**src/rtl/alu_exec_unit.sv**
```systemverilog
// Execute-stage ALU for the EX/MEM boundary: single-cycle ADD/SUB/MOV/JUMP,
// multi-cycle MUL, valid/ready handshakes on both sides and a flush abort.
module alu_exec_unit #(
  parameter int WIDTH      = 32,
  parameter int MUL_CYCLES = 5
) (
  input  logic             clk,
  input  logic             reset,
  input  logic             flush,
  input  logic             in_valid,
  output logic             in_ready,
  input  logic [4:0]       aluop,
  input  logic [WIDTH-1:0] op_a,
  input  logic [WIDTH-1:0] op_b,
  output logic             out_valid,
  input  logic             out_ready,
  output logic [WIDTH-1:0] result,
  output logic             zero,
  output logic             illegal
);

  localparam logic [4:0] ALUOP_ADD  = 5'h01;
  localparam logic [4:0] ALUOP_SUB  = 5'h02;
  localparam logic [4:0] ALUOP_MUL  = 5'h03;
  localparam logic [4:0] ALUOP_MOV  = 5'h04;
  localparam logic [4:0] ALUOP_JUMP = 5'h05;
  localparam int         CW         = $clog2(MUL_CYCLES);

  typedef enum logic {S_IDLE, S_BUSY} state_t;

  state_t           r_state, w_state_nxt;
  logic [CW-1:0]    r_count, w_count_nxt;
  logic [WIDTH-1:0] r_op_a, r_op_b, r_result;
  logic             r_out_valid, r_zero, r_illegal;

  logic             w_slot_free, w_accept, w_latch, w_write, w_out_valid_nxt;
  logic             w_alu_illegal, w_wr_illegal;
  logic [WIDTH-1:0] w_alu_res, w_wr_res, w_product;

  // Low WIDTH bits only; signed and unsigned products agree there.
  assign w_product = r_op_a * r_op_b;

  always_comb begin
    // NOTE: every combinational output gets a default first so no latch is inferred.
    w_alu_res     = '0;
    w_alu_illegal = 1'b0;
    case (aluop)
      ALUOP_ADD:  w_alu_res = op_a + op_b;
      ALUOP_SUB:  w_alu_res = op_a - op_b;
      ALUOP_MOV,
      ALUOP_JUMP: w_alu_res = op_b;
      default:    w_alu_illegal = 1'b1;
    endcase
  end

  always_comb begin
    w_slot_free  = !r_out_valid || out_ready;
    in_ready     = !flush && (r_state == S_IDLE) && w_slot_free;
    w_accept     = in_valid && in_ready;
    w_state_nxt  = r_state;
    w_count_nxt  = r_count;
    w_latch      = 1'b0;
    w_write      = 1'b0;
    w_wr_res     = '0;
    w_wr_illegal = 1'b0;

    case (r_state)
      S_IDLE: begin
        if (w_accept) begin
          if (aluop == ALUOP_MUL) begin
            w_latch     = 1'b1;
            w_count_nxt = CW'(MUL_CYCLES - 1);
            w_state_nxt = S_BUSY;
          end else begin
            w_write      = 1'b1;
            w_wr_res     = w_alu_res;
            w_wr_illegal = w_alu_illegal;
          end
        end
      end
      S_BUSY: begin
        if (r_count != '0) begin
          w_count_nxt = r_count - CW'(1);
        end else if (w_slot_free) begin
          w_write     = 1'b1;
          w_wr_res    = w_product;
          w_state_nxt = S_IDLE;
        end
      end
      default: w_state_nxt = S_IDLE;
    endcase

    // A fresh write keeps the slot full; otherwise a handshake empties it.
    w_out_valid_nxt = w_write ? 1'b1 : (out_ready ? 1'b0 : r_out_valid);
  end

  // NOTE: sequential state uses non-blocking assignments so every register samples pre-edge values.
  always_ff @(posedge clk) begin
    if (reset) begin
      r_state     <= S_IDLE;
      r_count     <= '0;
      r_out_valid <= 1'b0;
      r_result    <= '0;
      r_zero      <= 1'b0;
      r_illegal   <= 1'b0;
    end else if (flush) begin
      r_state     <= S_IDLE;
      r_count     <= '0;
      r_out_valid <= 1'b0;
      r_illegal   <= 1'b0;
    end else begin
      r_state     <= w_state_nxt;
      r_count     <= w_count_nxt;
      r_out_valid <= w_out_valid_nxt;
      if (w_write) begin
        r_result  <= w_wr_res;
        r_zero    <= (w_wr_res == '0);
        r_illegal <= w_wr_illegal;
      end
    end
  end

  // NOTE: operand registers carry no reset; they are only read in BUSY, after a MUL accept loaded them.
  always_ff @(posedge clk) begin
    if (w_latch) begin
      r_op_a <= op_a;
      r_op_b <= op_b;
    end
  end

  assign out_valid = r_out_valid;
  assign result    = r_result;
  assign zero      = r_zero;
  assign illegal   = r_illegal;

endmodule

```
**config.mk**
```make
export PLATFORM = sky130hd
export DESIGN_NAME = alu_exec_unit
export DESIGN_NICKNAME = d
export VERILOG_FILES = /design/src/rtl/alu_exec_unit.sv
export SDC_FILE = /design/constraint.sdc
export NUM_CORES = 1
export LEC_CHECK = 0
export CORE_MARGIN = 1
export CORE_UTILIZATION = 42
export CTS_BUF_LIST = sky130_fd_sc_hd__clkbuf_8
export DETAILED_ROUTE_END_ITERATION = 6
export PLACE_DENSITY = 0.6
export SLEW_MARGIN = 30
export SYNTH_ARGS = -nofsm -noshare
export SYNTH_HDL_FRONTEND = slang
export SYNTH_SLANG_ARGS = --single-unit
```
**constraint.sdc**
```tcl
create_clock -name clk -period 23.1 [get_ports clk]
set_clock_uncertainty 0.1 [all_clocks]
set_input_delay 3.465 -clock clk [delete_from_list [all_inputs] [get_ports clk]]
set_output_delay 3.465 -clock clk [all_outputs]
set_load 0.005 [all_outputs]
```
==> results of run 1 <==
-- worst paths after layout --
check               end  slack [ps]       start
min reg2reg  r_count[0]         380  r_count[0]
max reg2reg        zero       14720   r_op_b[6]
max                zero       14300     op_b[6]
min          r_count[0]         380  r_count[0]
-- where the power goes --
group	switching (mW)	internal [mW]	leakage [nW]
logic	0.491	0.340	10.0
registers	0.00402	0.199	0.893
clock network	0.0654	0.0391	0.0796
-- state kept, by name (all words and copies together) (netlist names) --
name,flops
out_valid,1
illegal,1
zero,1
r_op_a,32
result,32
r_count,3
r_state,1
r_op_b,32
-- cells in the mapped netlist (20+ instances only) --
| library cell | n | area share, % |
|---|---|---|
| fa_1 | 409 | 37 |
| o21ai_0 | 32 | 0.72 |
| xnor2_1 | 76 | 3.0 |
| nor2_1 | 106 | 1.8 |
| inv_1 | 397 | 6.7 |
| a211oi_1 | 35 | 1.2 |
| dfxtp_1 | 39 | 3.5 |
| clkbuf_1 | 112 | 1.9 |
| edfxtp_1 | 64 | 8.6 |
| ha_1 | 157 | 8.8 |
| a21oi_1 | 71 | 1.6 |
| nor3_1 | 20 | 0.45 |
| nand3_1 | 21 | 0.47 |
| nand2_1 | 262 | 4.4 |
| xor2_1 | 47 | 1.9 |
| nand2b_1 | 21 | 0.59 |
| and2_1 | 312 | 8.8 |
| a21o_1 | 20 | 0.67 |
-- cells in the final DEF, fill, tap and decap left out, types with 39 or more instances in the layout --
cell type          n
dfxtp_1           39
inv_1            396
xor2_1            47
nor2_1           105
edfxtp_1          64
a21oi_1           71
nand2_1          262
xnor2_1           76
fa_1             409
ha_1             157
clkdlybuf4s50_1  109
and2_1           312
-- cell type report --
class                   instances  area, um^2
fillers                      4913       27590
multi-input cells            1812       17620
flip-flops and latches        103        2703
inverters                     397        1490
repair buffers                144        1391
well taps                     680       850.8
clock buffers                   9       123.9
clock inverters                 6       45.04
diodes                          1       2.502
-- stage by stage --
stage          std cells  util, %  worst slack, ps
6_report            3152    46.76            14300
3_5_place_dp        3128    46.24            13960
3_3_place_gp        3127    46.22            14010
4_1_cts             3143    46.56            14370
2_1_floorplan       2431        -            15250
5_1_grt             3151    46.75            14090
-- logic make-up (layout without fill, tap and decap cells) --
family          Yosys count  in the layout  share of synthesized area [%]
buf+inv                 516            556                          8.713
flops                   103            103                          12.15
simple gates            823            823                          19.08
fa+ha+maj               566            566                          45.64
xor+xnor                124            124                          4.944
mux                       9              9                         0.4106
other cells               0              1                              0
compound gates          290            290                          9.062
-- routing by layer --
metal	vias up	track usage (%)	wire length [um]
li1	7744	-	-
met1	8691	37.30	30820
met2	600	39.40	28950
met3	98	2.800	3939
met4	0	7.751	1811
met5	-	0	0
-- worst max-delay path, delay by kind of cell --
kind	cells	cell delay, ps
compound gates	7	2080
buf+inv	1	550
fa+ha+maj	1	420
xor+xnor	1	100
simple gates	7	2270
mux	1	140
==> results_dict.tcl, run 1 <==
set metrics [dict create \
    place.gp.congestion 0.9209 \
    synthArstFlopShare_pct 0 \
    required_ps 23320 \
    place_area_mm2 0.02396 \
    fin_crit_ps 8797 \
    finalCritPeriodShare_pct 38.08 \
    crit_type "input pin to flip-flop" \
    synth.avg_cell_area_um2 9.150 \
    io_buffers 109 \
    area_growth_pct 8.932 \
    holdWs_ps 380.8 \
    root_buffer "clkbuf_8" \
    holdPathStages 2 \
    synth_fp_nets 3071 \
    grt_overflow 0 \
    power.leakage_nw 10.98 \
    max-cap-violations 0 \
    grt_usage_pct 25.47 \
    synth_warnings 0 \
    cts_setup_buffers 0 \
    drt_iter0_drc 1197 \
    grt_pass1_wl_um 104400 \
    relSlewSlack_pct 30.05 \
    die_w_um 232.1 \
    core-area_mm2 0.05182 \
    wl_per_cell_um 20.79 \
    r2r.worst_path.cells 23 \
    critPathLaunchType "input pin" \
    critPathSlowestCell "or4_4" \
    fin_nets 3107 \
    yosysSeqAreaShare_pct 12.15 \
    fp.dieH_um 232.1 \
    hold_buffers 0 \
    row_count 83 \
    ir_drop_mv 0.04591 \
    synth_cells 2431 \
    h-tree-depth 3 \
    die_area_mm2 0.05389 \
    yosysUniqueCellTypes 79 \
    cp_max_fo 8 \
    setup_violations 0 \
    cp-end-kind "flip-flop" \
    total_power_mw 1.138 \
    cts_made_buffers 9 \
    rsz0062_at_grt "false" \
    vias_per_cell 5.436 \
    hpwl_um 51850 \
    min_path_type "flip-flop to flip-flop" \
    start_util_pct 42.92 \
    cts.path.max_buffers 2 \
    cpMostUsedCell "nand4_1" \
    synthesis.area_mm2 0.02224 \
    grt_max_degree 65 \
    vias 17130 \
    status "finished, final reports clean" \
    antenna_found_initial 2 \
    slew_violations 0 \
    insertion_delay_ps 410 \
    synthFlopType "edfxtp_1" \
    ant_nets 0 \
    max_clock_freq_ghz 0.1137 \
    final_area_mm2 0.02423 \
    cp_cell_sequence "clkdlybuf4s50_1 -> or4_4 -> or3_4 -> or3_1 -> o21ai_0 -> xor2_1 -> ha_1 -> and3_1 -> nand4_1 -> a211o_1 -> a31oi_1 -> o211ai_1 -> a21oi_1 -> nand2_1 -> mux2i_1 -> a221oi_2 -> nand4_1 -> o41ai_2" \
    grt_pass1_vias 18030 \
    drt-total-wl_um 65520 \
    synth_edf_count 64 \
    drive_gt1_share_pct 2.671 \
    ys_seq_elements 103 \
    worst_pin_slew_ps 1049 \
    cp_data_arrival_time_ps 9010 \
    cts_tree "yes" \
    clk_pin_slew_ps 110 \
    hold_viol_final 0 \
    cpPeakStageDelay_ps 610 \
    cts_resized 0 \
    drt_first_pass_iters 5 \
    powerDensity_mw_per_mm2 46.98 \
    cts_sinks 103 \
    setup_tns_ps 0 \
    ios 110 \
    drc 0 \
]
Power figures use the tool's default switching activity.
==> inputs of run 2 (changes only) <==
==> constraint.sdc (replaced) <==
create_clock -name clk -period 9.13 [get_ports clk]
set_clock_uncertainty 0.1 [all_clocks]
set_input_delay 1.3695 -clock clk [delete_from_list [all_inputs] [get_ports clk]]
set_output_delay 1.3695 -clock clk [all_outputs]
set_load 0.005 [all_outputs]
==> results_dict.tcl, run 2 (same netlist as run 1, synthesis figures left out) <==
set metrics [dict create \
    min_path_type "flip-flop to flip-flop" \
    ir_drop_mv 0.1026 \
    relSlewSlack_pct 35.21 \
    insertion_delay_ps 410 \
    grt_overflow 0 \
    status "finished, final reports clean" \
    hold_viol_final 0 \
    holdWs_ps 395.8 \
    cts_resized 0 \
    diodes 0 \
    row_count 83 \
    start_util_pct 42.92 \
    cts_sinks 103 \
    clk_pin_slew_ps 110 \
    setup_violations 0 \
    grt_max_degree 65 \
    drt_first_pass_iters 5 \
    worst_pin_slew_ps 971.9 \
    max_clock_freq_ghz 0.1209 \
    finalCritPeriodShare_pct 90.61 \
    setup_tns_ps 0 \
    h-tree-depth 3 \
    cts_made_buffers 9 \
    hold_buffers 0 \
    drive_gt1_share_pct 2.550 \
    core-area_mm2 0.05182 \
    slew_violations 0 \
    hpwl_um 53990 \
    total_power_mw 2.919 \
    drc 0 \
    required_ps 9360 \
    fin_crit_ps 8273 \
    final_cell_mix "fa_1 (409), inv_1 (398), and2_1 (312)" \
    crit_type "flip-flop to flip-flop" \
    fp.dieH_um 232.1 \
    ant_nets 0 \
    die_area_mm2 0.05389 \
    vias 17110 \
    place.gp.congestion 0.9178 \
    critPathLaunchType "flip-flop" \
    root_buffer "clkbuf_8" \
    cts.path.max_buffers 2 \
    cp_data_arrival_time_ps 8500 \
    cts_tree "yes" \
    io_buffers 109 \
    ios 110 \
    drt-total-wl_um 65550 \
    grt_pass1_vias 17970 \
    cp-end-kind "flip-flop" \
    die_w_um 232.1 \
    vias_per_cell 5.431 \
    area_growth_pct 8.871 \
    cts_setup_buffers 0 \
    antenna_found_initial 0 \
    grt_usage_pct 25.41 \
    grt_pass1_wl_um 104300 \
    power.leakage_nw 11.00 \
    rsz0062_at_grt "false" \
    fin_nets 3106 \
    powerDensity_mw_per_mm2 120.6 \
    cp_max_fo 26 \
    final_common_cell "fa_1" \
    wl_per_cell_um 20.80 \
    max-cap-violations 0 \
    drt_iter0_drc 1033 \
]
run 2: worst max-delay path, stage by stage, from the launching register on:
cell and delay (ps):
edfxtp_1 960, and2_1 260, fa_1 440, fa_1 510, fa_1 520, inv_1 50, fa_1 490, inv_1 60
fa_1 480, fa_1 490, fa_1 580, fa_1 470, ha_1 420, a41o_1 260, a21oi_1 150, o21ai_1 150
or3_1 360, o221ai_1 190, a21oi_1 160, a31oi_1 220, mux2i_1 100, a211oi_1 350, nand4_1 160, o41ai_2 210
run 2: layout make-up:
| type | instances | area (um^2) |
|---|---|---|
| inverter | 397 | 1490 |
| timing repair buffer | 143 | 1365 |
| sequential | 103 | 2703 |
| tap | 680 | 850.8 |
| fill | 4905 | 27600 |
| clock inverter | 7 | 65.06 |
| multi-input combinational | 1812 | 17620 |
| clock buffer | 9 | 123.9 |
run 2: path summary, 6_finish.rpt:
check | slack, ps | cells past startpoint | from | endpoint
setup reg to reg | 860 | 23 | r_op_b[6] | zero
setup / recovery | 860 | 23 | r_op_b[6] | zero
hold / removal | 400 | 2 | r_count[0] | r_count[0]
hold reg to reg | 400 | 2 | r_count[0] | r_count[0]
run 2: through the flow:
stage	area, um^2	instances	worst slack, ps	utilization, %
finish	24220	3151	857.3	46.73
global route	24220	3151	375.6	46.73
CTS	24170	3147	783.8	46.65
detailed placement	23980	3131	855.4	46.28
global placement	23970	3130	984.1	46.26
floorplan	22240	2431	1748	-
run 2: layer usage:
metal  part of all wire, %  up-vias  wire length (um)  GRT usage [%]
met5                     0        -                 0              0
met4                   2.5        0              1627          6.908
met3                   4.8       86              3145          2.137
met2                    45      480             29360          40.21
met1                    48     8795             31420          37.20
li1                      -     7751                 -              -
run 2: power by group:
group          internal (mW)  leakage [nW]  switching [mW]
logic                  0.876          10.0            1.23
registers              0.502         0.893          0.0128
clock network          0.126         0.106           0.177
total                   1.50          11.0            1.41
